[src/rtl/booth_mult_radix4_if.sv]
// booth_mult_radix4_if: operand, handshake and result signals of the radix-4 Booth multiplier.
// The master drives operands and i_start; the slave (the multiplier) drives the results.
interface booth_mult_radix4_if #(
    parameter int unsigned L_WORD = 8
);
    logic [L_WORD-1:0]   i_word1;
    logic [L_WORD-1:0]   i_word2;
    logic                i_signed;
    logic                i_start;
    logic                o_ready;
    logic                o_valid;
    logic [2*L_WORD-1:0] o_product;
    logic                o_err;

    modport master (
        output i_word1, i_word2, i_signed, i_start,
        input  o_ready, o_valid, o_product, o_err
    );

    modport slave (
        input  i_word1, i_word2, i_signed, i_start,
        output o_ready, o_valid, o_product, o_err
    );
endinterface

[src/rtl/booth_mult_radix4.sv]
// booth_mult_radix4: sequential radix-4 Booth multiplier, two multiplier bits per cycle.
// Operands are sign- or zero-extended to L_WORD+2 bits so one datapath serves both modes.
// Optional feature: define BOOTH_MULT_R4_ZSKIP_EN to finish early once every remaining
// Booth digit is zero (data-dependent latency, identical results and handshake).
module booth_mult_radix4 #(
    parameter int unsigned L_WORD = 8
) (
    input logic                i_clk,
    input logic                i_rst,
    booth_mult_radix4_if.slave bus
);
    localparam int unsigned W  = L_WORD + 2;
    localparam int unsigned AW = W + 2;
    localparam int unsigned N  = W / 2;
    localparam int unsigned CW = $clog2(N + 1);
    localparam logic [CW-1:0] LastCnt = CW'(N - 1);

    typedef enum logic [1:0] {StIdle, StCalc, StDone} state_e;

    state_e              state_q, state_d;
    logic [AW-1:0]       a_q, a_d;
    logic [W-1:0]        q_q, q_d;
    logic                qm1_q, qm1_d;
    logic [W-1:0]        m_q, m_d;
    logic [CW-1:0]       cnt_q, cnt_d;
    logic [2*L_WORD-1:0] prod_q, prod_d;
    logic                valid_q, valid_d;
    logic                err_q, err_d;

    logic [AW-1:0]       m_ext, digit, a_sum;
    logic [AW+W:0]       step;
    logic [W-1:0]        ext1, ext2;

    // Recode the current triplet, add the digit to A and shift {A,Q,q_m1} right by two.
    always_comb begin
        m_ext = {{2{m_q[W-1]}}, m_q};
        digit = '0;
        unique case ({q_q[1:0], qm1_q})
            3'b001, 3'b010: digit = m_ext;
            3'b011:         digit = m_ext << 1;
            3'b100:         digit = -(m_ext << 1);
            3'b101, 3'b110: digit = -m_ext;
            default:        digit = '0;
        endcase
        a_sum = a_q + digit;
        step  = $signed({a_sum, q_q, qm1_q}) >>> 2;
    end

    // Extend incoming operands according to the requested mode.
    always_comb begin
        if (bus.i_signed) begin
            ext1 = {{2{bus.i_word1[L_WORD-1]}}, bus.i_word1};
            ext2 = {{2{bus.i_word2[L_WORD-1]}}, bus.i_word2};
        end else begin
            ext1 = {2'b00, bus.i_word1};
            ext2 = {2'b00, bus.i_word2};
        end
    end

`ifdef BOOTH_MULT_R4_ZSKIP_EN
    logic                zs_hit;
    logic [CW-1:0]       zs_rem;
    logic [AW+W-1:0]     zs_out;

    // Uniform {Q,q_m1} means every remaining digit is zero: apply all remaining shifts at once.
    always_comb begin
        zs_hit = (&{q_q, qm1_q}) | ~(|{q_q, qm1_q});
        zs_rem = CW'(N) - cnt_q;
        zs_out = $signed({a_q, q_q}) >>> {zs_rem, 1'b0};
    end
`endif

    // Next-state logic: accept, iterate, then publish the result for one cycle.
    always_comb begin
        state_d = state_q;
        a_d     = a_q;
        q_d     = q_q;
        qm1_d   = qm1_q;
        m_d     = m_q;
        cnt_d   = cnt_q;
        prod_d  = prod_q;
        valid_d = 1'b0;
        err_d   = 1'b0;
        unique case (state_q)
            StIdle: begin
                if (bus.i_start) begin
                    a_d     = '0;
                    q_d     = ext2;
                    qm1_d   = 1'b0;
                    m_d     = ext1;
                    cnt_d   = '0;
                    state_d = StCalc;
                end
            end
            StCalc: begin
                // A start here is refused; the operation in flight is untouched.
                err_d = bus.i_start;
`ifdef BOOTH_MULT_R4_ZSKIP_EN
                if (zs_hit) begin
                    a_d     = zs_out[AW+W-1:W];
                    q_d     = zs_out[W-1:0];
                    qm1_d   = 1'b0;
                    state_d = StDone;
                end else
`endif
                begin
                    a_d   = step[AW+W:W+1];
                    q_d   = step[W:1];
                    qm1_d = step[0];
                    cnt_d = cnt_q + 1'b1;
                    if (cnt_q == LastCnt) begin
                        state_d = StDone;
                    end
                end
            end
            StDone: begin
                valid_d = 1'b1;
                prod_d  = {a_q[L_WORD-3:0], q_q};
                if (bus.i_start) begin
                    a_d     = '0;
                    q_d     = ext2;
                    qm1_d   = 1'b0;
                    m_d     = ext1;
                    cnt_d   = '0;
                    state_d = StCalc;
                end else begin
                    state_d = StIdle;
                end
            end
            default: state_d = StIdle;
        endcase
    end

    // State and datapath registers; reset aborts any operation without producing a result.
    always_ff @(posedge i_clk or posedge i_rst) begin
        if (i_rst) begin
            state_q <= StIdle;
            a_q     <= '0;
            q_q     <= '0;
            qm1_q   <= 1'b0;
            m_q     <= '0;
            cnt_q   <= '0;
            prod_q  <= '0;
            valid_q <= 1'b0;
            err_q   <= 1'b0;
        end else begin
            state_q <= state_d;
            a_q     <= a_d;
            q_q     <= q_d;
            qm1_q   <= qm1_d;
            m_q     <= m_d;
            cnt_q   <= cnt_d;
            prod_q  <= prod_d;
            valid_q <= valid_d;
            err_q   <= err_d;
        end
    end

    assign bus.o_ready   = (state_q != StCalc);
    assign bus.o_valid   = valid_q;
    assign bus.o_product = prod_q;
    assign bus.o_err     = err_q;
endmodule

[src/flat_wrapper.sv]
// flat-port wrapper written by rule: the top's interface ports become plain ports
module booth_mult_radix4_flat 
#(
    parameter int unsigned L_WORD = 8
)
  (i_clk, i_rst, bus_i_word1, bus_i_word2, bus_i_signed, bus_i_start, bus_o_ready, bus_o_valid, bus_o_product, bus_o_err);
  booth_mult_radix4_if #(.L_WORD(L_WORD)) bus_i ();
  input logic i_clk;
  input logic i_rst;
  input wire logic [$bits(bus_i.i_word1)-1:0] bus_i_word1;
  input wire logic [$bits(bus_i.i_word2)-1:0] bus_i_word2;
  input wire logic [$bits(bus_i.i_signed)-1:0] bus_i_signed;
  input wire logic [$bits(bus_i.i_start)-1:0] bus_i_start;
  output wire logic [$bits(bus_i.o_ready)-1:0] bus_o_ready;
  output wire logic [$bits(bus_i.o_valid)-1:0] bus_o_valid;
  output wire logic [$bits(bus_i.o_product)-1:0] bus_o_product;
  output wire logic [$bits(bus_i.o_err)-1:0] bus_o_err;
  assign bus_i.i_word1 = bus_i_word1;
  assign bus_i.i_word2 = bus_i_word2;
  assign bus_i.i_signed = bus_i_signed;
  assign bus_i.i_start = bus_i_start;
  assign bus_o_ready = bus_i.o_ready;
  assign bus_o_valid = bus_i.o_valid;
  assign bus_o_product = bus_i.o_product;
  assign bus_o_err = bus_i.o_err;
  booth_mult_radix4 #(.L_WORD(L_WORD)) u_core (.i_clk(i_clk), .i_rst(i_rst), .bus(bus_i));
endmodule
[config.mk]
export PLATFORM = sky130hd
export DESIGN_NAME = booth_mult_radix4_flat
export DESIGN_NICKNAME = d
export VERILOG_FILES = /design/src/rtl/booth_mult_radix4_if.sv /design/src/rtl/booth_mult_radix4.sv /design/src/flat_wrapper.sv
export SDC_FILE = /design/constraint.sdc
export NUM_CORES = 1
export LEC_CHECK = 0
export CORE_ASPECT_RATIO = 1.2
export CORE_UTILIZATION = 30
export DETAILED_ROUTE_END_ITERATION = 12
export SYNTH_ARGS = -nofsm -noshare
export SYNTH_HDL_FRONTEND = slang
export SYNTH_SLANG_ARGS = --single-unit
[constraint.sdc]
create_clock -name i_clk -period 5.4 [get_ports i_clk]
set_clock_uncertainty 0.1 [all_clocks]
set_input_delay 0.54 -clock i_clk [delete_from_list [all_inputs] [get_ports i_clk]]
set_output_delay 0.54 -clock i_clk [all_outputs]
set_load 0.01 [all_outputs]
# --- Word level (Yosys, flattened, before mapping) ---
# Cells that the tools add are included.
op_classes:
  eq_ne: 13
  muxes: 17
  reduce_logical: 8
  n_addsub: 4
op_table:
  columns: ["cell", "count"]
  rows:
  - ["$pmux 12 s4", 1]
  - ["$mux 10", 3]
  - ["$neg 12->12", 2]
  - ["$pmux 12 s2", 1]
  - ["$pmux 10 s2", 1]
  - ["$add 12x12->12", 1]
  - ["$eq 3x3->1 const B", 4]
  - ["$mux 12", 1]
  - ["$eq 3x2->1 const B", 2]
  - ["$ne 2x1->1 const B", 3]
  - ["$pmux 2 s3", 1]
  - ["$pmux 3 s2", 1]
  - ["$reduce_and 2->1", 3]
  - ["$reduce_or 2->1", 3]
  - ["$mux 1", 4]
  - ["$mux 2", 2]
  - ["$add 3x1->3 const B", 1]
  - ["$eq 3x1->1 const B", 1]
  - ["$mux 3", 1]
  - ["$eq 2x1->1 const B", 1]
  - ["$eq 2x2->1 const B", 1]
  - ["$logic_not 2->1", 1]
  - ["$ne 2x2->1 const B", 1]
  - ["$pmux 1 s2", 1]
  - ["$reduce_bool 2->1", 1]
totals:
  register_bits: 56
  output_inout_bits: 19
  word_cells: 51
  in_bits: 20

# --- Logic depth before layout (Yosys ltp) ---
# Gate-level depths: netlist of run 1.
depth:
  depth_word: 5
  mapped_depth: 16
  mapped_depth_nobuf: 16

# --- Least setup slack after synthesis of run 1 ---
# OpenSTA, ideal clock, no wires.
synth_path:
  path_kind: "reg-to-reg"
  from: "reg u_core.m_q[4]"
  to: "reg u_core.a_q[10]"
  path_stages_with_launch: 13
  setup_ns: 0.069
  path_buffers: 0
  setup_slack_ns: 2.030
  period_less_slack_ns: 3.370
  t_arrival_ns: 3.201
  path_cell_list: "dfrtp_1 -> nor4_4 -> nand2_1 -> xnor2_1 -> mux2i_1 -> mux4_2 -> ha_1 -> a2111o_1 -> o2111ai_1 -> a311oi_1 -> xor2_1 -> or3_1 -> nand3_1"
synth_between:
  elab_chain_len: 4
  elab_cells_between_ends: 5
  cone_classes: "add/sub (3); mux (2)"
synth_lines:
  columns: ["element", "line", "text"]
  rows:
  - ["start, declared", "booth_mult_radix4.sv:24", "logic [W-1:0] m_q, m_d;"]
  - ["start signal, assigned", "booth_mult_radix4.sv:151", "m_q <= m_d;"]
  - ["$neg 12->12, on equally long branches", "booth_mult_radix4.sv:42, booth_mult_radix4.sv:41", null]
  - ["$pmux 12 s4 (*)", "booth_mult_radix4.sv:38", "unique case ({q_q[1:0], qm1_q})"]
  - ["$add 12x12->12 (*)", "booth_mult_radix4.sv:45", "a_sum = a_q + digit;"]
  - ["$pmux 12 s2 (*)", "booth_mult_radix4.sv:84", "unique case (state_q)"]
  - ["end signal, assigned", "booth_mult_radix4.sv:138", "a_q <= '0;"]
  - ["end signal, assigned", "booth_mult_radix4.sv:148", "a_q <= a_d;"]
  - ["end, declared", "booth_mult_radix4.sv:21", "logic [AW-1:0] a_q, a_d;"]
# Every way passes the cells marked *; elsewhere a longest branch is shown, timed or not.
# A chain may end at the register's enable or synchronous reset.

# --- Worst setup path in the final report of run 1 ---
# Ends and elaborated chain as after synthesis.

==> results.md, run 1 <==
Clock tree:
- The maximum buffer depth of the clock tree is 2.
- The number of sinks driven by the clock tree is between 50 and 60.
- Post-CTS repair changed the size of 0 cells.
- The clock latency on the worst-skew pair is between 0.2 and 0.3 ns.
- The total CTS buffers is 5.
- The number of buffers added to fix hold violations after cts is 0.
- The deepest level of the CTS H-tree is 2.
- TritonCTS built the clock tree.
- CTS placed an instance of sky130_fd_sc_hd__clkbuf_16 at the clock tree root.
- After clock tree synthesis, the clock-pin slew on the worst setup and hold paths is about 0.070 ns.
- Post-CTS timing repair inserted 0 buffers for setup.

Setup path:
- Along the worst path, the maximum fanout reaches 6.
- The worst-case register-to-register setup slack is approximately 1.7 ns.
- STA puts the critical path data arrival time at 3.83 ns.
- The launch instance of the worst register-to-register path is u_core.m_q[4]$_DFFE_PP0P_.
- The critical path in this run is classified as flip-flop to flip-flop.
- The end of the critical path is u_core.a_q[10]$_DFFE_PP0P_.
- The required time of the critical path is around 5.5 ns.
- The endpoint type of the worst setup path is a flip-flop.
- The endpoint identified for the worst register-to-register timing path is u_core.a_q[10]$_DFFE_PP0P_.
- The critical path launch point is u_core.m_q[4]$_DFFE_PP0P_.
- The startpoint kind of the worst setup timing path is a flip-flop.
- The worst register-to-register path has a depth of 12.

Route:
- The detailed router finished its first iteration with about 160 violations.
- The total wirelength of the detailed-routed design is between 7 and 8 mm.
- The sum of met3 wire segment lengths after detailed routing is 233 um.
- Dividing the detail-routed wire length by the instance count gives around 15 um.
- The number of vias per cell is ~5.2.
- After detailed routing, the number of remaining DRC violations is 0.
- Across all layers, the routed design uses ~2500 vias.
- The count of nets left with antenna violations after detail routing is 0.
- The met2 routed wirelength is approximately 3.6 mm.
- The highest routing layer actually used is met4.
- The detailed-routing wirelength on met1 is just under 3 mm.
- The length of the first detailed-routing pass in iterations is 4.

Power and ir drop:
- The cell leakage power is ~1.6 nW.
- The maximum VDD drop is about 0.24 mV.
- The power density over cell area is 736.7 mW/mm^2.

GRT:
- The number of antenna violations at the first check in global routing is 0.
- The number of global-route vias before repair is about 2600.
- The maximum number of pins on one net before global-route repair is 54.
- The overall overflow remaining after global route is 0.
- The aggregate global-route resource usage is 14.10%.
- The global-route wire length before repair is approximately 12 mm.

Die:
- In this run the core area contains 40 standard-cell rows.
- The effective utilization at floorplan is 31.19%.
- The number of ports placed on the die boundary is 39.
- The die is between 100 and 150 um tall.
- The area of the core region is around 0.010 mm^2.
- The die covers 0.01093 mm^2.
- In this run the horizontal extent of the chip is between 90 and 100 um.

Hold path:
- The worst hold path class is flip-flop to flip-flop.
- The cell depth of the worst min-delay path is 2.

Timing:
- The transition time of the tightest slew-check pin is 1.202 ns.
- The hold violation count in the final report is 0.
- The total negative setup slack is 0 ns.
- The worst-case headroom to the max-slew limit is between 10% and 20%.
- The final critical path time including I/O delays and setup is about 3.7 ns.
- The number of max-slew violations in the final report is 0.
- In the finished design, the share of the clock period the worst path needs comes to between 60% and 70%.
- The setup violation total in the final timing report is 0.
- Final hold analysis gives a worst-case slack of approximately 0.4 ns.
- Setup repair after global routing left no endpoint under its margin.
- For this run, the top clock speed supported by timing is between 200 and 300 MHz.

Yosys:
- The sequential-to-total area share from yosys stat is 42.06%.
- The adder and majority gate portion of the synthesized area is approximately 6.2%.
- The synthesized-area fraction occupied by xor and xnor cells is under 10%.
- Summing the areas of all compound-gate instances in the mapped netlist gives 17.06% of the synthesized area.
- The post-synthesis instance total is between 300 and 400.
- In this run, synthesis produced a sequential element count of between 50 and 60.
- The count of cell types in the netlist is 52.
- Of all cell types, the one taking the most synthesized area is sky130_fd_sc_hd__dfrtp_1.
- In the synthesized netlist the async set-or-reset flop fraction comes to 100.0%.
- The most instantiated flip-flop cell in the synthesis netlist is sky130_fd_sc_hd__dfrtp_1.
- The cell area after technology mapping is around 0.0032 mm^2.
- The share of the synthesized area in the top cell type is 42.06%.
- The mean area per synthesized cell is between 9 and 10 um^2.
- The portion of synthesized area spent on multiplexers is 11.75%.
- The number of nets produced by synthesis is 358.
- The number of synthesized flops with an enable pin is 0.
- After Yosys synthesis, and, or, nand and nor cells account for 13.25% of the synthesized area.
- By area, the combinational part of the netlist is dominated by compound AO/OA/AOI/OAI gates.
- The Yosys warning count is 0.
- By area the synthesized netlist is led by sky130_fd_sc_hd__dfrtp_1 42%, sky130_fd_sc_hd__mux2_2 7.9%, sky130_fd_sc_hd__ha_1 5.6%, sky130_fd_sc_hd__nand2_1 5.0%, sky130_fd_sc_hd__o21ai_0 3.3%.

Finish:
- The number of standard cells in the final layout excluding fillers is between 400 and 500.
- The total of fill cells in the finished design is between 1000 and 1500.
- The number of nets in the layout is 389.
- Measured on the finished design, the core utilization comes to a little under two fifths.
- The count of inserted antenna diode cells is 0.
- Cells with a size suffix above 1 make up 11.83% of the layout.
- The synthesis-to-finish area growth is 19.76%.

Placement:
- The congestion estimate from routability-driven global placement came to between 0.8 and 0.9.
- The port buffer count is 38.
- The HPWL after detailed placement is between 5 and 6 mm.
- After detailed placement, the design holds a cell count of ~470.

Run:
- Max-cap violations in this run came to 0.

Run status:
- The run finished with clean final reports.
[worst min path at each step]
stage | from | endpoint | slack, ns
3_5_place_dp | u_core.a_q[7]$_DFFE_PP0P_ | u_core.a_q[7]$_DFFE_PP0P_ | 0.39
3_3_place_gp | u_core.a_q[8]$_DFFE_PP0P_ | u_core.a_q[8]$_DFFE_PP0P_ | 0.38
4_1_cts | u_core.a_q[7]$_DFFE_PP0P_ | u_core.a_q[7]$_DFFE_PP0P_ | 0.40
6_report | u_core.a_q[7]$_DFFE_PP0P_ | u_core.a_q[7]$_DFFE_PP0P_ | 0.40
2_1_floorplan | u_core.q_q[7]$_DFFE_PP0P_ | u_core.q_q[7]$_DFFE_PP0P_ | 0.35
5_1_grt | u_core.bus.o_product[6]$_DFFE_PP0P_ | u_core.bus.o_product[6]$_DFFE_PP0P_ | 0.42
[metal layers]
metal / vias to the layer above / track usage [%]
li1: 1202 / -
met1: 1223 / 16.78
met2: 53 / 24.05
met3: 17 / 2.656
met4: 0 / 6.965
met5: - / 0
[cells in the mapped netlist (2+ instances only)]
cell type                  number
sky130_fd_sc_hd__clkbuf_1      11
sky130_fd_sc_hd__a22o_1         4
sky130_fd_sc_hd__mux2i_1       10
sky130_fd_sc_hd__nor4_1         2
sky130_fd_sc_hd__ha_1          14
sky130_fd_sc_hd__a211oi_1       3
sky130_fd_sc_hd__a21o_1         4
sky130_fd_sc_hd__nor2_1        22
sky130_fd_sc_hd__o21a_1         2
sky130_fd_sc_hd__o211ai_1       5
sky130_fd_sc_hd__o21ai_1        8
sky130_fd_sc_hd__a32o_1         2
sky130_fd_sc_hd__a21oi_1       14
sky130_fd_sc_hd__o21ai_0       21
sky130_fd_sc_hd__nand2_1       42
sky130_fd_sc_hd__nand3_1        9
sky130_fd_sc_hd__dfrtp_1       53
sky130_fd_sc_hd__a31oi_1        2
sky130_fd_sc_hd__inv_1         12
sky130_fd_sc_hd__xnor2_1        8
sky130_fd_sc_hd__xor2_1        10
sky130_fd_sc_hd__o31ai_1        2
sky130_fd_sc_hd__nor2b_1        5
sky130_fd_sc_hd__mux2_2        22
sky130_fd_sc_hd__a22oi_1        5
sky130_fd_sc_hd__buf_1          2
sky130_fd_sc_hd__nand2b_1       3
sky130_fd_sc_hd__buf_6          2
[flip-flops by register name, summed over array words and instances, names as in the netlist]
register and flops:
u_core.a_q 10, u_core.bus.o_err 1, u_core.bus.o_product 16, u_core.bus.o_valid 1, u_core.cnt_q 3, u_core.m_q 9
u_core.q_q 10, u_core.qm1_q 1, u_core.state_q 2
[cells by family after synthesis]
kind of cell / count (synthesis)
AND/OR/NAND/NOR: 91
AO/OA/AOI/OAI: 82
flip-flops: 53
multiplexers: 33
buffers and inverters: 31
XOR/XNOR: 18
adder cells (fa/ha/maj): 15
[stage by stage]
| stage | power [mW] | instance area [um^2] | worst slack (ns) |
|---|---|---|---|
| 4_1_cts | 2.801 | 3776 | 1.714 |
| 2_1_floorplan | 2.025 | 3153 | 2.030 |
| 3_5_place_dp | 2.448 | 3625 | 1.745 |
| 6_report | 2.782 | 3776 | 1.701 |
| 5_1_grt | 3.043 | 3776 | 1.398 |
| 3_3_place_gp | 2.427 | 3625 | 1.832 |
[report_power, final]
part / internal, mW / total, mW / switching [mW]
clock: 0.177 / 0.332 / 0.154
sequential: 0.589 / 0.829 / 0.240
combinational: 0.782 / 1.62 / 0.840
total: 1.55 / 2.78 / 1.23
[worst max-delay path, stage by stage, from the launching register on]
cell and delay [ns]:
sky130_fd_sc_hd__dfrtp_1 0.47, sky130_fd_sc_hd__nor4_4 0.42, sky130_fd_sc_hd__nand2_1 0.12, sky130_fd_sc_hd__xnor2_1 0.20, sky130_fd_sc_hd__nor2_1 0.09, sky130_fd_sc_hd__mux4_2 0.51, sky130_fd_sc_hd__ha_1 0.36, sky130_fd_sc_hd__a2111o_1 0.40
sky130_fd_sc_hd__o2111ai_1 0.24, sky130_fd_sc_hd__a311oi_1 0.15, sky130_fd_sc_hd__xor2_1 0.19, sky130_fd_sc_hd__or3_1 0.31, sky130_fd_sc_hd__nand3_1 0.09
[cell usage in the layout, fill, tap and decap left out, types with 2 or more instances in the layout]
master | netlist | layout
sky130_fd_sc_hd__nand2_1 | 42 | 42
sky130_fd_sc_hd__a32o_1 | 2 | 2
sky130_fd_sc_hd__clkdlybuf4s50_1 | 0 | 38
sky130_fd_sc_hd__inv_6 | 0 | 3
sky130_fd_sc_hd__o21a_1 | 2 | 2
sky130_fd_sc_hd__clkbuf_16 | 0 | 5
sky130_fd_sc_hd__ha_1 | 14 | 14
sky130_fd_sc_hd__o21ai_1 | 8 | 8
sky130_fd_sc_hd__nor2_1 | 22 | 21
sky130_fd_sc_hd__nand3_1 | 9 | 9
sky130_fd_sc_hd__mux2i_1 | 10 | 10
sky130_fd_sc_hd__o211ai_1 | 5 | 5
sky130_fd_sc_hd__o21ai_0 | 21 | 21
sky130_fd_sc_hd__a21oi_1 | 14 | 14
sky130_fd_sc_hd__a22o_1 | 4 | 4
sky130_fd_sc_hd__inv_1 | 12 | 11
sky130_fd_sc_hd__xor2_1 | 10 | 10
sky130_fd_sc_hd__xnor2_1 | 8 | 8
sky130_fd_sc_hd__dfrtp_1 | 53 | 53
sky130_fd_sc_hd__mux2_2 | 22 | 22
sky130_fd_sc_hd__a21o_1 | 4 | 4
sky130_fd_sc_hd__nor4_1 | 2 | 2
sky130_fd_sc_hd__o31ai_1 | 2 | 2
sky130_fd_sc_hd__buf_4 | 1 | 4
sky130_fd_sc_hd__a31oi_1 | 2 | 2
sky130_fd_sc_hd__a211oi_1 | 3 | 3
sky130_fd_sc_hd__inv_2 | 1 | 2
sky130_fd_sc_hd__a22oi_1 | 5 | 5
sky130_fd_sc_hd__nand2b_1 | 3 | 3
sky130_fd_sc_hd__nor2b_1 | 5 | 5
[final cells by class]
| cell class | count | area [um^2] | share of cell area, % |
|---|---|---|---|
| Clock buffer | 5 | 125.1 | 3.313 |
| Clock inverter | 3 | 26.28 | 0.6958 |
| Inverter | 13 | 48.80 | 1.292 |
| Multi-Input combinational cell | 239 | 1682 | 44.53 |
| Sequential cell | 53 | 1326 | 35.12 |
| Tap cell | 126 | 157.7 | 4.175 |
| Timing Repair Buffer | 42 | 410.4 | 10.87 |
(Power assumes the default switching activity.)
==> inputs of run 2 (changes only) <==
==> constraint.sdc (replaced) <==
create_clock -name i_clk -period 3.4 [get_ports i_clk]
set_clock_uncertainty 0.1 [all_clocks]
set_input_delay 0.34 -clock i_clk [delete_from_list [all_inputs] [get_ports i_clk]]
set_output_delay 0.34 -clock i_clk [all_outputs]
set_load 0.01 [all_outputs]
==> run 2 against run 1 <==
Sequential share of layout area shrank 2.3 points. Critical path depth up 1. Utilization is 2.7 points higher. Die area is the same. Final area rose by 7.2%. Critical path type unchanged. Clock power up 78%. Clock-buffer cell count stayed put. Routed wire length up 6.8%. Sequential power is 50% higher. Maximum frequency grew 11%. First-iteration DRC count is 45% lower. Largest cell class unchanged.
==> results.md, run 2 (synthesis results as in run 1) <==
Clock tree:
- The maximum buffer depth of the clock tree is 2 (unchanged).
- In this run the clock root is driven by a sky130_fd_sc_hd__clkbuf_16.
- The number of sinks driven by the clock tree is 53 (unchanged).
- The deepest level of the CTS H-tree is 2 (unchanged).
- The number of buffers added to fix hold violations after cts is 0 (unchanged).
- The total CTS buffers came to 5 (unchanged).
- The clock-pin transition on the worst setup and hold timing paths is 0.07 ns (about the same).
- TritonCTS built the clock tree.
- The clock latency on the worst-skew pair is 0.30 ns (about the same).

Route:
- The iteration-0 DRC count of the detailed router is 89 (-45%).
- The routed length per placed instance came to 14.99 um (+2.1%).
- The total wirelength of the detailed-routed design was 7.541 mm (+6.8%).
- The via total after detailed routing came to 2586 (+3.6%).
- The number of vias per cell came to 5.141 (-0.89%).
- The DRC violation count after routing is 0 (unchanged).
- The count of nets left with antenna violations after detail routing is 0 (unchanged).
- The length of the first detailed-routing pass in iterations came to 4 (unchanged).

Timing:
- The transition time of the tightest slew-check pin is 0.7219 ns (-0.4800 ns).
- The fraction of the cycle the final worst path needs came to 98.01% (+30 points).
- The setup violation total in the final timing report came to 0 (unchanged).
- The worst setup slack after layout is 0.06756 ns (-1.633 ns).
- The hold violation count in the final report was 0 (unchanged).
- The final critical path time including I/O delays and setup is 3.332 ns (-0.3666 ns).
- Setup repair after global routing could not meet its margin everywhere.
- The number of max-slew violations in the final report is 0 (unchanged).
- The worst-case headroom to the max-slew limit is 51.77% (+32 points).
- The top achievable clock speed is 300.1 MHz (+11%).
- The total negative setup slack is 0 ns (unchanged).

Placement:
- The final estimated routing congestion in global placement came to 0.8556 (-2.2%).
- The HPWL reported at the end of detailed placement came to 5.739 mm (+10%).
- The worst setup slack before clock tree synthesis is -0.01123 ns (-1.757 ns).
- The port buffer count was 38 (unchanged).
- The placed cell area is 0.003790 mm^2 (+4.6%).

Finish:
- The ratio of cells with drive above 1 in the final layout is 21.22% (+9.4 points).
- The final cell utilization of the core came to 40.05% (+2.7 points).
- The final cell area excluding filler cells is 0.004049 mm^2 (+7.2%).
- Leaving out fill and tap cells, the most frequent cell in the layout is sky130_fd_sc_hd__dfrtp_1.
- Relative to the synthesized area, the layout overhead comes to 28.41%.
- The number of nets in the layout is 411 (+5.7%).
- The count of inserted antenna diode cells was 0 (unchanged).
- The total of fill cells in the finished design came to 1004 (-2.8%).
- The flip-flop count of the largest register, all copies and words added came to 16 (unchanged).
- The library cells used most frequently in the layout, excluding fill and tap cells, are 51 x sky130_fd_sc_hd__dfrtp_1, 41 x sky130_fd_sc_hd__nand2_1, 38 x sky130_fd_sc_hd__clkdlybuf4s50_1.

Setup path:
- STA classifies the critical path startpoint as a flip-flop.
- The peak fanout along the critical path came to 4 (-2).
- The endpoint type of the worst setup path is a flip-flop.
- The path type of the worst setup path is flip-flop to flip-flop.
- The data arrival at the endpoint of the critical path is 3.47 ns (-0.36 ns).
- The required time of the critical path is 3.54 ns (-1.99 ns).

Power and ir drop:
- The power density over cell area came to 1205 mW/mm^2 (+64%).
- The maximum VDD drop was 0.4575 mV (+94%).
- The overall power after layout came to 4.881 mW (+75%).
- The cell leakage power came to 1.780 nW (+8.2%).

Die:
- The row count was 40 (unchanged).
- The horizontal die dimension came to 95.59 um (unchanged).
- The number of ports placed on the die boundary was 39 (unchanged).
- The area of the die came to 0.01093 mm^2 (unchanged).
- The area of the core region came to 0.01011 mm^2 (unchanged).
- The vertical die dimension is 114.3 um (unchanged).
- The effective utilization at floorplan was 31.19% (unchanged).

Hold path:
- The worst hold path class is primary input to async pin.

Run:
- The number of max-cap violations is 0 (unchanged).

GRT:
- The overall overflow remaining after global route is 0 (unchanged).
- The number of global-route vias before repair was 2572 (+0.23%).
- The number of antenna violations at the first check in global routing was 0 (unchanged).
- The maximum number of pins on one net before global-route repair is 30 (-44%).
- The aggregate global-route resource usage is 15.11% (+1.0 points).
- The global-route wire length before repair is 12.70 mm (+5.6%).

Run status:
- The run finished with clean final reports.
==> run 2: cell count changes in the layout (fill, tap and decap cells not counted), sizes merged <==
cell	change
buf	+22
bufinv	+1
inv	-3
clkinvlp	+1
clkinv	+1
==> run 2: worst paths after layout <==
| kind | from | end | slack (ns) | cells after the start |
|---|---|---|---|---|
| worst max-delay path | u_core.m_q[2]$_DFFE_PP0P_ | u_core.a_q[10]$_DFFE_PP0P_ | 0.07 | 13 |
| worst min-delay path | i_rst | u_core.bus.o_product[10]$_DFFE_PP0P_ | 0.31 | 2 |
| worst max register to register | u_core.m_q[2]$_DFFE_PP0P_ | u_core.a_q[10]$_DFFE_PP0P_ | 0.07 | 13 |
| worst min register to register | u_core.bus.o_product[3]$_DFFE_PP0P_ | u_core.bus.o_product[3]$_DFFE_PP0P_ | 0.41 | 1 |
| max in group asynchronous | i_rst | u_core.m_q[3]$_DFFE_PP0P_ | 2.08 | 3 |
| min in group i_clk | u_core.bus.o_product[3]$_DFFE_PP0P_ | u_core.bus.o_product[3]$_DFFE_PP0P_ | 0.41 | 1 |
==> run 2: worst max-delay path, stage by stage (launching register included) <==
cell and delay [ns]:
sky130_fd_sc_hd__dfrtp_2 0.45, sky130_fd_sc_hd__nor2_4 0.14, sky130_fd_sc_hd__nand3_2 0.10, sky130_fd_sc_hd__nor2_2 0.13, sky130_fd_sc_hd__xor2_1 0.18, sky130_fd_sc_hd__mux2i_1 0.09
sky130_fd_sc_hd__mux4_2 0.50, sky130_fd_sc_hd__ha_4 0.24, sky130_fd_sc_hd__a2111o_1 0.38, sky130_fd_sc_hd__o2111ai_2 0.25, sky130_fd_sc_hd__a311oi_2 0.14, sky130_fd_sc_hd__xor2_1 0.17
sky130_fd_sc_hd__or3_1 0.32, sky130_fd_sc_hd__nand3_1 0.08
==> run 2: metal layers <==
layer,track usage [%],up-vias,routed length (um)
li1,-,1256,-
met1,18.50,1261,3206
met2,25.86,49,3780
met3,2.722,20,279
met4,6.269,0,274
met5,0,-,0
==> run 2: stage by stage <==
step,hold WS [ns],cells
6_report,0.3132,503
5_1_grt,0.3791,503
4_1_cts,0.3362,503
3_5_place_dp,0.3873,495
3_3_place_gp,0.3787,495
2_1_floorplan,0.3527,323
==> run 2: what timing repair did <==
item	in CTS	in global routing
pin swaps	0	8
gates resized for setup	2	16
buffers inserted	0	0
setup endpoints to repair	1	4
==> run 2: where the power goes <==
| group | internal (mW) | switching (mW) | leakage (nW) |
|---|---|---|---|
| clock network | 0.349 | 0.242 | 0.0800 |
| logic | 1.49 | 1.56 | 1.04 |
| registers | 0.940 | 0.296 | 0.663 |
==> run 2: layout make-up <==
type                    count  area [um^2]  area share (%)
multi-input cells         239         1763           43.54
clock inverters             3        46.29           1.143
repair buffers             64        579.3           14.31
clock buffers               5        125.1           3.090
flip-flops and latches     53         1329           32.82
inverters                  13        48.80           1.205
well taps                 126        157.7           3.894
==> inputs of run 3 (changes only) <==
--- a/config.mk
+++ b/config.mk
@@ -5,7 +5,7 @@
 export SDC_FILE = /design/constraint.sdc
 export NUM_CORES = 1
 export LEC_CHECK = 0
-export CORE_ASPECT_RATIO = 1.2
+export CORE_ASPECT_RATIO = 1.5
 export CORE_UTILIZATION = 30
 export DETAILED_ROUTE_END_ITERATION = 12
 export SYNTH_ARGS = -nofsm -noshare
==> run 3 against run 2 <==
Maximum frequency shrank 1.7%. Hold slack better by 0.026 ns. Sequential share of layout area increased by 0.49 points. Critical path depth did not move. Worst setup slack got worse by 0.057 ns. Power down 2.4%. Register-to-register slack worse by 0.06 ns. Largest power group unchanged. Routed wire length grew 2.4%. Utilization shrank 0.91 points. Global-route usage is 0.14 points lower. Via count down 1.0%. Cell count is 2.0% higher.
==> results.md, run 3 (synthesis results as in run 1) <==
GRT:
- The maximum number of pins on one net before global-route repair was 29 (-3.3%).
- The global-route wire length before repair is 12.79 mm (+0.71%).
- The number of antenna violations at the first check in global routing is 0 (unchanged).
- The number of global-route vias before repair was 2668 (+3.7%).
- The overall overflow remaining after global route is 0 (unchanged).
- The aggregate global-route resource usage is 14.97% (-0.14 points).

Clock tree:
- The number of sinks driven by the clock tree is 53 (unchanged).
- The root buffer cell is sky130_fd_sc_hd__clkbuf_16.
- The clock latency on the worst-skew pair is 0.30 ns (about the same).
- The maximum buffer depth of the clock tree is 2 (unchanged).
- The total CTS buffers was 5 (unchanged).
- The CTS tree is done.
- The clock-pin transition on the worst setup and hold timing paths was 0.07 ns (about the same).
- The deepest level of the CTS H-tree is 2 (unchanged).

Route:
- The number of vias per cell was 4.988 (-3.0%).
- The DRC violation count after routing came to 0 (unchanged).
- The via total after detailed routing is 2559 (-1.0%).
- The length of the first detailed-routing pass in iterations was 4 (unchanged).
- The total wirelength of the detailed-routed design is 7.722 mm (+2.4%).
- The iteration-0 DRC count of the detailed router is 124 (+39%).
- The count of nets left with antenna violations after detail routing came to 0 (unchanged).
- The routed length per placed instance is 15.05 um (+0.40%).

Timing:
- The hold violation count in the final report is 0 (unchanged).
- The total negative setup slack is 0 ns (unchanged).
- The worst setup slack after layout is 0.01033 ns (-0.05722 ns).
- The number of max-slew violations in the final report is 0 (unchanged).
- The setup violation total in the final timing report is 0 (unchanged).
- Setup repair after global routing could not meet its margin everywhere.
- The top achievable clock speed is 295.0 MHz (-1.7%).
- The fraction of the cycle the final worst path needs is 99.70% (+1.7 points).
- The worst hold slack after final layout is 0.3397 ns (+0.02641 ns).
- The worst-case headroom to the max-slew limit is 57.59% (+5.8 points).
- The transition time of the tightest slew-check pin was 0.6353 ns (-0.08665 ns).
- The final critical path time including I/O delays and setup came to 3.390 ns (+0.05722 ns).

Finish:
- The synthesis-to-finish area growth is 26.51%.
- The multi-input logic area is 0.001730 mm^2 (-1.8%).
- The total of fill cells in the finished design is 992 (-1.2%).
- The ratio of cells with drive above 1 in the final layout is 18.28% (-2.9 points).
- The count of inserted antenna diode cells is 0 (unchanged).
- Leaving out fill and tap cells, the most frequent cells in the layout are 51 x sky130_fd_sc_hd__dfrtp_1, 42 x sky130_fd_sc_hd__nand2_1, 38 x sky130_fd_sc_hd__clkdlybuf4s50_1.
- The final cell area excluding filler cells is 0.003989 mm^2 (-1.5%).
- The number of standard cells in the final layout excluding fillers came to 513 (+2.0%).
- The footprint of the flip-flops and latches is 0.001329 mm^2 (unchanged).
- The flip-flop count of the largest register, all copies and words added is 16 (unchanged).
- The number of nets in the layout is 406 (-1.2%).
- Leaving out fill and tap cells, the most frequent cell in the layout is sky130_fd_sc_hd__dfrtp_1.
- The final cell utilization of the core came to 39.14% (-0.91 points).

Setup path:
- The launch instance of the worst register-to-register path is u_core.m_q[2]$_DFFE_PP0P_.
- In this run the worst setup path begins at u_core.m_q[2]$_DFFE_PP0P_.
- The peak fanout along the critical path was 3 (-1).
- The data arrival at the endpoint of the critical path is 3.53 ns (+0.06 ns).
- The setup path with the least slack is of type flip-flop to flip-flop.
- STA classifies the critical path startpoint as a flip-flop.
- The required time of the critical path is 3.54 ns (about the same).
- The worst setup path is captured at a flip-flop.

Run status:
- The flow ran to the end, and the final reports show no timing, DRC or antenna violations.

Die:
- The area of the die is 0.01093 mm^2 (about the same).
- The horizontal die dimension is 85.71 um (-10%).
- The row count is 45 (+13%).
- The effective utilization at floorplan is 30.94% (-0.25 points).
- The number of ports placed on the die boundary was 39 (unchanged).
- The vertical die dimension is 127.6 um (+12%).
- The area of the core region came to 0.01019 mm^2 (+0.80%).

Power and ir drop:
- The overall power after layout came to 4.762 mW (-2.4%).
- The maximum VDD drop is 0.3713 mV (-19%).
- The power density over cell area is 1194 mW/mm^2 (-0.96%).
- The cell leakage power is 1.741 nW (-2.2%).

Hold path:
- The tightest min-delay check is of the primary input to async pin type.

Run:
- The number of max-cap violations was 0 (unchanged).

Placement:
- The HPWL reported at the end of detailed placement came to 5.712 mm (-0.47%).
- The port buffer count is 38 (unchanged).
- The placed cell area is 0.003766 mm^2 (-0.63%).
- The instance count after placement with tap cells included is 503 (+1.6%).
- The final estimated routing congestion in global placement came to 0.8997 (+5.2%).
- The worst setup slack before clock tree synthesis came to -0.02243 ns (-0.01120 ns).
run 3: worst max-delay path, cell delays in order (launching register included):
cell and delay [ns]:
sky130_fd_sc_hd__dfrtp_2 0.45, sky130_fd_sc_hd__nor2_4 0.16, sky130_fd_sc_hd__nand3_2 0.10, sky130_fd_sc_hd__nor2_1 0.15
sky130_fd_sc_hd__xor2_1 0.19, sky130_fd_sc_hd__mux2i_1 0.09, sky130_fd_sc_hd__mux4_2 0.49, sky130_fd_sc_hd__ha_4 0.23
sky130_fd_sc_hd__a2111o_1 0.43, sky130_fd_sc_hd__o2111ai_2 0.24, sky130_fd_sc_hd__a311oi_2 0.13, sky130_fd_sc_hd__xor2_1 0.18
sky130_fd_sc_hd__or3_1 0.31, sky130_fd_sc_hd__nand3_1 0.08
run 3: repair_timing:
| action | in CTS | in global routing |
|---|---|---|
| gates resized for setup | 2 | 9 |
| pin swaps | 0 | 7 |
| setup buffers | 0 | 2 |
| hold buffers | 0 | 0 |
| setup endpoints to repair | 1 | 4 |
run 3: report_power, final:
| part | switching, mW | leakage (nW) | internal (mW) | total [mW] |
|---|---|---|---|---|
| sequential | 0.316 | 0.663 | 0.939 | 1.26 |
| clock | 0.259 | 0.0763 | 0.283 | 0.542 |
| combinational | 1.52 | 1.00 | 1.45 | 2.97 |
run 3: final cells by class:
type / instances / share of cell area, %
Clock buffer: 5 / 3.137
Clock inverter: 3 / 0.7215
Inverter: 13 / 1.223
Multi-Input combinational cell: 239 / 43.38
Sequential cell: 53 / 33.31
Tap cell: 141 / 4.423
Timing Repair Buffer: 59 / 13.80
run 3: final timing paths:
kind | to | slack [ns] | cells past startpoint
worst max-delay path | u_core.a_q[10]$_DFFE_PP0P_ | 0.01 | 13
worst min-delay path | u_core.bus.o_product[0]$_DFFE_PP0P_ | 0.34 | 2
worst max register to register | u_core.a_q[10]$_DFFE_PP0P_ | 0.01 | 13
worst min register to register | u_core.a_q[8]$_DFFE_PP0P_ | 0.41 | 2
max in group asynchronous | u_core.a_q[10]$_DFFE_PP0P_ | 2.06 | 3
min in group i_clk | u_core.a_q[8]$_DFFE_PP0P_ | 0.41 | 2
run 3: routing by layer:
metal | up-vias | wire [um] | GRT usage [%]
met1 | 1260 | 3170 | 16.73
met2 | 37 | 4154 | 27.11
li1 | 1242 | - | -
met5 | - | 0 | 0
met3 | 20 | 138 | 2.455
met4 | 0 | 260 | 7.549
==> RTL change 1: new RTL, settings of run 1 <==
Reset style: synchronous (`i_rst`), changed in one clocked block.
--- a/src/rtl/booth_mult_radix4.sv
+++ b/src/rtl/booth_mult_radix4.sv
@@ -133,5 +133,5 @@
 
     // State and datapath registers; reset aborts any operation without producing a result.
-    always_ff @(posedge i_clk or posedge i_rst) begin
+    always_ff @(posedge i_clk) begin
         if (i_rst) begin
             state_q <= StIdle;
Behaviour: differs if i_rst is asserted again (counterexample within 4 cycles, from zero or initial values and one cycle with i_rst high); with i_rst held inactive, the same outputs for 4 cycles.
==> RTL change 1 against run 1 <==
Worst setup slack lost 330 ps. Sequential cell count unchanged. Worst hold slack got worse by 42 ps. Routed wire length rose by 9.3%. Synthesized cell count increased by 24%. Final area shrank 2.5%. Area after synthesis decreased by 0.79%. Critical endpoint is now u_core.a_q[10].
Power is not compared: it rests on default switching activity, and its combinational part moved more than twofold at a synthesized area within 25%.
==> RTL change 1: results (changes against run 1) <==
| Metric | Value |
|---|---|
| Outcome | `completed (unchanged)` |
| DP Wirelength | `5500 µm (was 5210 µm)` |
| Arr. time, crit path | `4160 ps (was 3830 ps)` |
| Clock H-tree levels | `2 (unchanged)` |
| Net Count, Synth | `434 (was 358)` |
| Nets | `453 (was 389)` |
| Total Power | `0.000991 W` |
| Skew-Pair Late Insertion Delay | `290 ps (about the same)` |
| Most frequent cells after synthesis | `nand2_1, dfxtp_1, a21oi_1 (was dfrtp_1, nand2_1, mux2_2, nor2_1, o21ai_0)` |
| Mux cell area share after synthesis | `5.60% (was 11.7%)` |
| DRT iter0 DRCs | `159 (was 163)` |
| Vias in the first global route | `2719 (was 2566)` |
| CP Class | `reg2reg (unchanged)` |
| Slowest CP cell | `dfxtp_1 (was mux4_2)` |
| Placed instance count | `537 (was 473)` |
| Worst hold path type | `reg2reg (unchanged)` |
| Unique masters post-synth | `57 (was 52)` |
| CP Max Fanout | `23 (was 6)` |
| Ranking of synthesized cells by area | `dfxtp_1, nand2_1, a21oi_1 (was dfrtp_1, mux2_2, ha_1)` |
| Vias per inst | `5.20 (was 5.19)` |
| CP peak stage delay | `880 ps (was 510 ps)` |
| Post-Syn Instances | `399 (was 323)` |
| First-pass GRT wire length | `12800 µm (was 12000 µm)` |
| Share of layout cells above drive strength 1 | `4.53% (was 11.8%)` |
| Grt met1 use | `18.5% (was 16.8%)` |
| Synth Area in Compound Gates | `22.6% (was 17.1%)` |
| Worst-margin pin slew | `938 ps (was 1200 ps)` |
| DR pass1 iterations | `4 (unchanged)` |
| Largest net degree at the start of global routing | `52 (was 54)` |
| Inserted Diodes | `0 (unchanged)` |
| Static leakage | `1.38 nW` |
| Initial antenna violation count | `0 (unchanged)` |
| Final weighted congestion in routability-driven placement | `0.886 (was 0.875)` |
| Fillers | `1031 (was 1033)` |
| Met2 usage | `26.0% (was 24.0%)` |
| RR Endpoint | `u_core.a_q[10] (unchanged)` |
| CP startpoint | `u_core.qm1_q (was u_core.m_q[4])` |
| Crit path max-delay family | `flip-flops (was simple AND/OR/NAND/NOR gates)` |
| FF-to-FF path depth | `11 (was 12)` |
| FFs w/ async S/R, synth | `0% (was 100%)` |
| Finished Layout Cells | `545 (was 481)` |
| Seq/Total Area, Yosys | `33.9% (was 42.1%)` |
| Total GRT Usage | `14.8% (was 14.1%)` |
| R2R Setup Slk | `1380 ps (was 1700 ps)` |
| Adder-cell share of the synthesized area | `6.24% (was 6.19%)` |
| Worst-path clk slew | `70 ps (about the same)` |
| Root buf cell | `clkbuf_16 (unchanged)` |
| Met3 Track Usage GR | `2.60% (was 2.66%)` |
| Syn. warnings | `0 (unchanged)` |
| Total Routed Length | `7720 µm (was 7060 µm)` |
| Resize count post-CTS | `0 (unchanged)` |
| Post-synthesis xor/xnor area fraction | `4.48% (was 5.00%)` |
-- RTL change 1: final cells by class --
| cell class | count | area [µm²] | area share [%] |
|---|---|---|---|
| clock inverters | 2 | 17.5 | 0.476 |
| repair buffers | 41 | 398 | 10.8 |
| well taps | 126 | 158 | 4.28 |
| inverters | 12 | 45.0 | 1.22 |
| flip-flops and latches | 53 | 1060 | 28.8 |
| multi-input cells | 305 | 1870 | 50.6 |
| clock buffers | 6 | 139 | 3.77 |
-- RTL change 1: worst min-delay path by stage --
stage	from	to	slack (ps)	cells past startpoint
after floorplan	u_core.a_q[6]	u_core.a_q[6]	330	2
after global placement	u_core.bus.o_product[11]	u_core.bus.o_product[11]	350	2
after detailed placement	u_core.bus.o_product[4]	u_core.bus.o_product[4]	350	2
after CTS	u_core.bus.o_product[15]	u_core.bus.o_product[15]	360	2
after global routing	u_core.bus.o_product[4]	u_core.bus.o_product[4]	380	2
final	u_core.bus.o_product[15]	u_core.bus.o_product[15]	360	2
-- RTL change 1: cell families (layout without fill, tap and decap cells) --
| logic type | Yosys count | count (layout) |
|---|---|---|
| DFF | 53 | 53 |
| adders and majority gates | 15 | 15 |
| muxes | 16 | 16 |
| and+or+nand+nor | 148 | 148 |
| AOI/OAI and AO/OA | 110 | 110 |
| buffers and inverters | 41 | 61 |
| xor gates and xnor gates | 16 | 16 |
-- RTL change 1: stage by stage --
step                setup WS (ps)  hold WS [ps]  cell area (µm²)
floorplan                    2080           332             3130
global placement             1660           346             3530
detailed placement           1480           350             3530
CTS                          1430           361             3680
global route                 1030           382             3680
finish                       1380           358             3680
-- RTL change 1: routing by layer --
layer  wire [µm]  part of all wire (%)
met2        3820                    49
met3         368                   4.8
met1        3450                    45
met5           0                     0
met4          79                   1.0
==> RTL change 2: new RTL, flow settings as in run 1 <==
Made on the original files. `L_WORD` is set to 8 in 3 places; all go to 4.
--- a/src/rtl/booth_mult_radix4_if.sv
+++ b/src/rtl/booth_mult_radix4_if.sv
@@ -2,5 +2,5 @@
 // The master drives operands and i_start; the slave (the multiplier) drives the results.
 interface booth_mult_radix4_if #(
-    parameter int unsigned L_WORD = 8
+    parameter int unsigned L_WORD = 4
 );
     logic [L_WORD-1:0]   i_word1;
--- a/src/rtl/booth_mult_radix4.sv
+++ b/src/rtl/booth_mult_radix4.sv
@@ -4,5 +4,5 @@
 // Booth digit is zero (data-dependent latency, identical results and handshake).
 module booth_mult_radix4 #(
-    parameter int unsigned L_WORD = 8
+    parameter int unsigned L_WORD = 4
 ) (
     input logic                i_clk,
--- a/src/flat_wrapper.sv
+++ b/src/flat_wrapper.sv
@@ -2,5 +2,5 @@
 module booth_mult_radix4_flat 
 #(
-    parameter int unsigned L_WORD = 8
+    parameter int unsigned L_WORD = 4
 )
   (i_clk, i_rst, bus_i_word1, bus_i_word2, bus_i_signed, bus_i_start, bus_o_ready, bus_o_valid, bus_o_product, bus_o_err);
Interface: changed (resized bus_i_word1, bus_i_word2 and bus_o_product); port bits go from 39 to 23. The function was not compared with the original's and may differ.
==> RTL change 2 against run 1 <==
Global-route usage fell by 0.35 points. Sequential power fell by 41%. Synthesized cell count fell by 40%. Total power fell by 39%. Sequential cell count fell by 21. Final area fell by 41%. Critical path type unchanged. Count of clock-buffer cells in the layout rose by 2. Area after synthesis fell by 41%. Critical endpoint is now u_core.a_q[4]. Routed wire length fell by 43%. Worst setup slack improved by 490 ps. Largest cell class unchanged. Highest routed layer unchanged.
==> RTL change 2: results (changes against run 1) <==
| Metric | Value |
|---|---|
| Outcome | `completed (unchanged)` |
| Fillers | `610 (was 1033)` |
| Rel. slew slack | `42.3% (was 19.8%)` |
| CP Max Fanout | `5 (was 6)` |
| DRT iter0 DRCs | `75 (was 163)` |
| Placed instance count | `291 (was 473)` |
| Peak VDD IR | `0.285 mV (was 0.236 mV)` |
| Max reg flops | `8 (was 16)` |
| Total GRT Usage | `13.7% (was 14.1%)` |
| Vias per inst | `4.79 (was 5.19)` |
| Grt met1 use | `18.5% (was 16.8%)` |
| Ranking of synthesized cells by area | `dfrtp_1, mux2_2, ha_1 (unchanged)` |
| Pre-CTS setup slack | `2210 ps (was 1750 ps)` |
| Largest net degree at the start of global routing | `33 (was 54)` |
| Finished Layout Cells | `298 (was 481)` |
| Input/output buffers | `22 (was 38)` |
| CP peak stage delay | `430 ps (was 510 ps)` |
| Unique masters post-synth | `44 (was 52)` |
| Slowest CP cell | `dfrtp_1 (was mux4_2)` |
| Nets | `238 (was 389)` |
| HP Start | `u_core.cnt_q[0] (was u_core.a_q[7])` |
| Vias in the first global route | `1384 (was 2566)` |
| CP startpoint | `u_core.m_q[0] (was u_core.m_q[4])` |
| Static leakage | `0.951 nW (was 1.65 nW)` |
| First-pass GRT wire length | `6680 µm (was 12000 µm)` |
| Seq/Total Area, Yosys | `42.8% (was 42.1%)` |
| Met3 Track Usage GR | `2.85% (was 2.66%)` |
| Met2 usage | `21.2% (was 24.0%)` |
| Most frequent cells after synthesis | `dfrtp_1, nand2_1, nor2_1 (was dfrtp_1, nand2_1, mux2_2, nor2_1, o21ai_0)` |
| Final weighted congestion in routability-driven placement | `0.898 (was 0.875)` |
| Share of layout cells above drive strength 1 | `12.5% (was 11.8%)` |
| Root buf cell | `clkbuf_8 (was clkbuf_16)` |
| Arr. time, crit path | `3290 ps (was 3830 ps)` |
| Post-Syn Instances | `195 (was 323)` |
RTL change 2: per-stage QoR:
| step | util [%] | cell area, µm² | hold WS, ps |
|---|---|---|---|
| after floorplan | - | 1870 | 348 |
| after global placement | 35.7 | 2140 | 366 |
| after detailed placement | 35.7 | 2140 | 367 |
| after CTS | 37.3 | 2240 | 381 |
| after global routing | 37.3 | 2240 | 389 |
| final | 37.3 | 2240 | 378 |
RTL change 2: power by group:
part | switching, W | total, W | internal (W)
clock | 0.0000858 | 0.000199 | 0.000113
combinational | 0.000526 | 0.00100 | 0.000475
sequential | 0.000131 | 0.000493 | 0.000363
total | 0.000743 | 0.00169 | 0.000951
RTL change 2: path summary, 6_finish.rpt:
path | endpoint | slack (ps) | cells after the start
setup / recovery | u_core.a_q[4] | 2190 | 13
max in group asynchronous | u_core.state_q[1] | 4330 | 3
hold / removal | u_core.cnt_q[0] | 380 | 1
hold reg to reg | u_core.cnt_q[0] | 380 | 1
setup reg to reg | u_core.a_q[4] | 2190 | 13
min in group asynchronous | u_core.a_q[6] | 560 | 3
RTL change 2: cell type report:
type	instances	area [µm²]	area share (%)
repair buffers	23	228	10.2
well taps	82	103	4.58
flip-flops and latches	32	801	35.8
multi-input cells	142	967	43.2
clock buffers	7	96.3	4.30
inverters	12	45.0	2.01
RTL change 2: cells by family after synthesis:
group	Yosys count	share of synthesized area, %
buffers and inverters	21	5.55
AND/OR/NAND/NOR	66	18.0
adder cells (fa/ha/maj)	10	7.09
XOR/XNOR	7	3.28
multiplexers	13	7.75
AO/OA/AOI/OAI	46	15.5
flip-flops	32	42.8
RTL change 2: layer usage:
layer	up-vias	part of all wire (%)
met2	29	48
met4	0	1.4
li1	726	-
met3	4	3.3
met5	-	0
met1	669	48
RTL change 2: critical path, delay by kind of cell (launching register included):
family | cells | cell delay (ps)
buffers and inverters | 1 | 100
AOI/OAI and AO/OA | 5 | 1020
xor gates and xnor gates | 1 | 90
adders and majority gates | 2 | 560
DFF | 1 | 430
and+or+nand+nor | 4 | 810
